--- src/rtl/branch_predict_ctrl.sv ---
// Branch direction/target predictor and misprediction controller.
// Fetch side: combinational lookup in a direct-mapped BHT/BTB.
// Execute side: the resolved outcome is compared with the prediction carried down the pipe.
// A mismatch redirects the PC and flushes F/D and D/X in the same cycle.
// The table is trained, and branch/mispredict statistics are kept.
//
// Handshake: resolveValid is a qualifier with no ready/backpressure.
// A branch is consumed on the single rising edge where resolveValid=1, stall=0 and the FSM is in RUN.
// The block cannot refuse a branch; the upstream hazard unit holds it with stall instead.
module branch_predict_ctrl #(
  parameter int IDX_W = 4,
  parameter int PC_W  = 32,
  parameter int CNT_W = 16
) (
  input  logic             clock,
  input  logic             reset,
  input  logic             stall,
  input  logic [PC_W-1:0]  pcF,
  output logic             predTakenF,
  output logic [PC_W-1:0]  predTargetF,
  input  logic             resolveValid,
  input  logic             resolveTaken,
  input  logic [PC_W-1:0]  resolveTarget,
  input  logic [PC_W-1:0]  pcDX,
  input  logic             predTakenDX,
  input  logic [PC_W-1:0]  predTargetDX,
  output logic             redirect,
  output logic [PC_W-1:0]  redirectPC,
  output logic             flushFD,
  output logic             flushDX,
  output logic [CNT_W-1:0] branchCount,
  output logic [CNT_W-1:0] mispredCount,
  output logic             fsm_state_dbg
);

  localparam int N     = 1 << IDX_W;
  localparam int TAG_W = PC_W - IDX_W;

  localparam logic [0:0] ST_RUN    = 1'b0;
  localparam logic [0:0] ST_SHADOW = 1'b1;

  localparam logic [PC_W-1:0]  PC_ONE  = {{(PC_W-1){1'b0}}, 1'b1};
  localparam logic [CNT_W-1:0] CNT_ONE = {{(CNT_W-1){1'b0}}, 1'b1};
  localparam logic [CNT_W-1:0] CNT_MAX = {CNT_W{1'b1}};

  logic             valid_q  [N];
  logic             valid_d  [N];
  logic [TAG_W-1:0] tag_q    [N];
  logic [TAG_W-1:0] tag_d    [N];
  logic [PC_W-1:0]  target_q [N];
  logic [PC_W-1:0]  target_d [N];
  logic [1:0]       ctr_q    [N];
  logic [1:0]       ctr_d    [N];

  logic [0:0]       state_q, state_d;
  logic [CNT_W-1:0] branch_cnt_q, branch_cnt_d;
  logic [CNT_W-1:0] mispred_cnt_q, mispred_cnt_d;

  logic [IDX_W-1:0] idx_f, idx_x;
  logic [TAG_W-1:0] tag_f, tag_x;
  logic             hit_f, hit_x;
  logic             act, mispred;

  assign idx_f = pcF[IDX_W-1:0];
  assign tag_f = pcF[PC_W-1:IDX_W];
  assign idx_x = pcDX[IDX_W-1:0];
  assign tag_x = pcDX[PC_W-1:IDX_W];

  // Fetch-side prediction reads registered table contents, so a same-index write this cycle is not seen yet
  always_comb begin
    hit_f       = valid_q[idx_f] && (tag_q[idx_f] == tag_f);
    predTakenF  = hit_f && ctr_q[idx_f][1];
    predTargetF = predTakenF ? target_q[idx_f] : pcF + PC_ONE;
  end

  // Resolution: act is gated by reset so an asserted reset masks redirect immediately
  always_comb begin
    hit_x      = valid_q[idx_x] && (tag_q[idx_x] == tag_x);
    act        = resolveValid && !stall && (state_q == ST_RUN) && !reset;
    mispred    = act && ((resolveTaken != predTakenDX) ||
                         (resolveTaken && (predTargetDX != resolveTarget)));
    redirect   = mispred;
    flushFD    = mispred;
    flushDX    = mispred;
    redirectPC = '0;
    if (mispred) begin
      redirectPC = resolveTaken ? resolveTarget : pcDX + PC_ONE;
    end
  end

  // Table training at the D/X index
  always_comb begin
    valid_d  = valid_q;
    tag_d    = tag_q;
    target_d = target_q;
    ctr_d    = ctr_q;
    if (act) begin
      if (resolveTaken) begin
        if (hit_x) begin
          if (ctr_q[idx_x] != 2'b11) ctr_d[idx_x] = ctr_q[idx_x] + 2'b01;
          target_d[idx_x] = resolveTarget;
        end else begin
          valid_d[idx_x]  = 1'b1;
          tag_d[idx_x]    = tag_x;
          target_d[idx_x] = resolveTarget;
          ctr_d[idx_x]    = 2'b10;
        end
      end else if (hit_x) begin
        if (ctr_q[idx_x] != 2'b00) ctr_d[idx_x] = ctr_q[idx_x] - 2'b01;
      end
    end
  end

  // FSM and saturating statistics; SHADOW lasts one cycle to skip the squashed wrong-path branch
  always_comb begin
    state_d       = (state_q == ST_RUN && mispred) ? ST_SHADOW : ST_RUN;
    branch_cnt_d  = branch_cnt_q;
    mispred_cnt_d = mispred_cnt_q;
    if (act && branch_cnt_q != CNT_MAX)      branch_cnt_d  = branch_cnt_q + CNT_ONE;
    if (mispred && mispred_cnt_q != CNT_MAX) mispred_cnt_d = mispred_cnt_q + CNT_ONE;
  end

  assign branchCount   = branch_cnt_q;
  assign mispredCount  = mispred_cnt_q;
  assign fsm_state_dbg = state_q;

  // State registers with asynchronous reset; the table is cleared to invalid/weakly-not-taken
  always_ff @(posedge clock or posedge reset) begin
    if (reset) begin
      for (int i = 0; i < N; i++) begin
        valid_q[i]  <= 1'b0;
        tag_q[i]    <= '0;
        target_q[i] <= '0;
        ctr_q[i]    <= 2'b01;
      end
      state_q       <= ST_RUN;
      branch_cnt_q  <= '0;
      mispred_cnt_q <= '0;
    end else begin
      for (int i = 0; i < N; i++) begin
        valid_q[i]  <= valid_d[i];
        tag_q[i]    <= tag_d[i];
        target_q[i] <= target_d[i];
        ctr_q[i]    <= ctr_d[i];
      end
      state_q       <= state_d;
      branch_cnt_q  <= branch_cnt_d;
      mispred_cnt_q <= mispred_cnt_d;
    end
  end

endmodule

--- config.mk ---
export PLATFORM = sky130hd
export DESIGN_NAME = branch_predict_ctrl
export DESIGN_NICKNAME = d
export VERILOG_FILES = /design/src/rtl/branch_predict_ctrl.sv
export SDC_FILE = /design/constraint.sdc
export NUM_CORES = 2
export LEC_CHECK = 0
export ABC_CLOCK_PERIOD_IN_PS = 46500
export CELL_PAD_IN_SITES_DETAIL_PLACEMENT = 0
export CELL_PAD_IN_SITES_GLOBAL_PLACEMENT = 1
export CORE_UTILIZATION = 45
export CTS_CLUSTER_DIAMETER = 120
export DETAILED_ROUTE_END_ITERATION = 10
export GPL_TIMING_DRIVEN = 0
export PLACE_DENSITY = 0.76
export SYNTH_ARGS = -nofsm -noshare
export SYNTH_HDL_FRONTEND = slang
export SYNTH_SLANG_ARGS = --single-unit
--- constraint.sdc ---
create_clock -name clock -period 46.5 [get_ports clock]
set_input_delay 13.95 -clock clock [delete_from_list [all_inputs] [get_ports clock]]
set_output_delay 13.95 -clock clock [all_outputs]
set_load 0.02 [all_outputs]
==> results.ini <==
[grt]
grtUsageTotal=0.3275
grt_pass1_vias=36840
antenna_found_initial=20
grt_max_degree=130
grt_pass1_wl_microns=280900
overflow=0

[cts]
clock_path_buffers=3
h-tree-depth=3
clockRootBuffer=clkbuf_16
cts_tree=built
insertion_delay_ns=0.74
clock_sinks=1041
hold_buffers=0
numCtsBuffers=111
clk_pin_slew_worst_paths_ns=0.06
post-cts-setup-buffers=0
cts_resized=0

[final_layout]
final_common_cell=dfrtp_1
drive_gt1_frac=0.4067
final_nets=4274
finish.utilization=0.5203
layout_common_cells=dfrtp_1, mux2_2, mux4_2
fill_cells=10260
areaGrowthSynthToFinish_pct=14.82
design_area_sq_um=62330

[yosys]
synth_simple_gate_area_frac=0.04326
ys_types=67
synth-compound-area-share=0.02521
syn_area_sq_um=54290
ys.flop_type=dfrtp_1
ys_warn_count=0
synth_nets=3960
synth_seq_cells=1041
synth-seq-area-share=0.4802
post_synth_xor_area_fraction=0.02726
avgSynthCellArea_sq_um=14.22
synth_edf_count=0
synth_adder_area_share=0.002074
synthCells=3817
synth_top_family_by_area=multiplexers
synthArstFlopShare=1.000
synth_mux_area_frac=0.3874

[timing]
finalSetupViolations=0
tightest_slew_ns=1.652
fin_crit_sh=0.7685
hold_ws_ns=0.4804
rsz0062_at_grt=false
relSlewSlack=-0.1014
max_freq_ghz=0.02798
fin_worst_skew_ns=0.04164
period_needed_ns=35.74
drv_slew=22
finalHoldViolCount=0

[setup_path]
startpoint_type=input port
crit_arrival_ns=21.79
worstSetupPathType=in2out
path_max_fanout=10
crit_required_ns=32.55
critPathCaptureType=output pin

[place]
post-dp-hpwl_microns=142300
io_buffers=192
dpl-instance-area_sq_um=58490
globalplace.congestion=1.016

[routing]
vias_per_cell=6.389
route.detailed.drc=0
first_pass_iters=7
ant_nets=0
drt_iter0_drc=4340
routed_wl_microns=199400
dr_total_vias=37330
drt-wirelength-per-cell_microns=34.13

[die]
die_w_microns=349.3
core_area_sq_um=119800
num_rows=127
pin_count=235
die_y_microns=349.3
start_util=0.4531
die_area_sq_um=122000

[hold_path]
min_path_type=reg2reg

[power]
cellPowerDensity_nw_per_um2=36.93
peakVddDrop_mv=0.03017
p_leak_nw=28.29

[outcome]
status=complete, but fails checks
violations=capacitance limit, slew limit

[flow_run]
cap_violations=3

==> metrics by stage <==
stage               total power, mW  std cells  TNS (ns)  setup slack [ns]
global placement              1.371       5621  -9340.95            -9.206
floorplan                     1.247       3817         0             3.278
finish                        2.302       5843         0             10.76
detailed placement            1.378       5630         0             11.27
CTS                           2.302       5839         0             11.26
global route                  2.367       5839         0             10.84
==> per-layer routing <==
layer | track usage | wire, microns | up-vias
li1 | - | - | 14860
met4 | 0.1410 | 8963 | 28
met1 | 0.4434 | 79780 | 19840
met3 | 0.1203 | 24480 | 469
met2 | 0.4722 | 86020 | 2139
met5 | 0 | 171 | -
==> final timing paths <==
| kind | from | end | slack [ns] | cells after the start |
|---|---|---|---|---|
| max in group asynchronous | reset | tag_q[17]$_DFFE_PP0P_ | 30.33 | 6 |
| worst min-delay path | branchCount[5]$_DFFE_PP0P_ | branchCount[5]$_DFFE_PP0P_ | 0.48 | 1 |
| worst max register to register | fsm_state_dbg$_DFF_PP0_ | tag_q[371]$_DFFE_PP0P_ | 41.48 | 8 |
| worst min register to register | branchCount[5]$_DFFE_PP0P_ | branchCount[5]$_DFFE_PP0P_ | 0.48 | 1 |
| worst max-delay path | pcF[1] | predTargetF[2] | 10.76 | 13 |
| min in group asynchronous | reset | branchCount[1]$_DFFE_PP0P_ | 13.73 | 2 |
==> state kept, by name, summed over array words and instances (netlist names) <==
signal	flops
branchCount	16
mispredCount	16
ctr_q	32
tag_q	448
target_q	512
fsm_state_dbg	1
valid_q	16
==> layout make-up <==
cell class	instances	area, sq um	share of cell area
sequential	1041	26070	0.4182
timing repair buffer	201	2170	0.03481
clock inverter	28	404.1	0.006483
buffer	377	1793	0.02876
inverter	26	105.1	0.001686
antenna	4	10.01	0.0001606
tap	1612	2017	0.03236
multi-input combinational	2373	26340	0.4226
clock buffer	181	3423	0.05492
==> power by group <==
part | switching (mW) | leakage [nW] | internal (mW)
Clock | 0.385 | 1.89 | 0.547
Sequential | 0.0499 | 14.1 | 0.981
Combinational | 0.183 | 12.3 | 0.157
==> cell usage after synthesis, types with 13 or more instances <==
cell      number  area share
nand2_1      112      0.0077
inv_1         22      0.0015
xor2_1        85       0.014
a22oi_1       14      0.0019
mux4_2       381        0.16
buf_6         31      0.0064
nand4_1       25      0.0029
mux2i_1      117       0.022
xnor2_1       84       0.014
nand3_1       67      0.0062
dfrtp_1     1025        0.47
dfstp_2       16      0.0077
o21ai_0       40      0.0037
clkbuf_1     195       0.013
nor4_1        13      0.0015
nor3_1        25      0.0023
and3_1        32      0.0037
or2_2         16      0.0018
nor2_1       135      0.0093
buf_2         64      0.0059
a21oi_1       78      0.0072
mux2_2       990        0.21
buf_1         75      0.0052
==> critical path: stages <==
cell and delay (ns):
clkdlybuf4s50_1 0.69, clkbuf_1 0.85, buf_1 1.08, clkbuf_1 0.94
mux4_2 0.39, mux2i_1 0.07, a21oi_1 0.81, xor2_1 0.14
nor4_1 0.34, nand4_1 0.72, clkbuf_1 0.55, a21oi_1 0.51
clkdlybuf4s50_1 0.70
==> logic make-up (layout without fill, tap and decap cells) <==
| group | count (synthesis) | in the layout |
|---|---|---|
| flops | 1041 | 1041 |
| other cells | 0 | 4 |
| compound gates | 215 | 215 |
| fa+ha+maj | 9 | 9 |
| mux | 1499 | 1499 |
| buf+inv | 403 | 813 |
| xor+xnor | 169 | 169 |
| simple gates | 481 | 481 |
(Power assumes the default switching activity.)
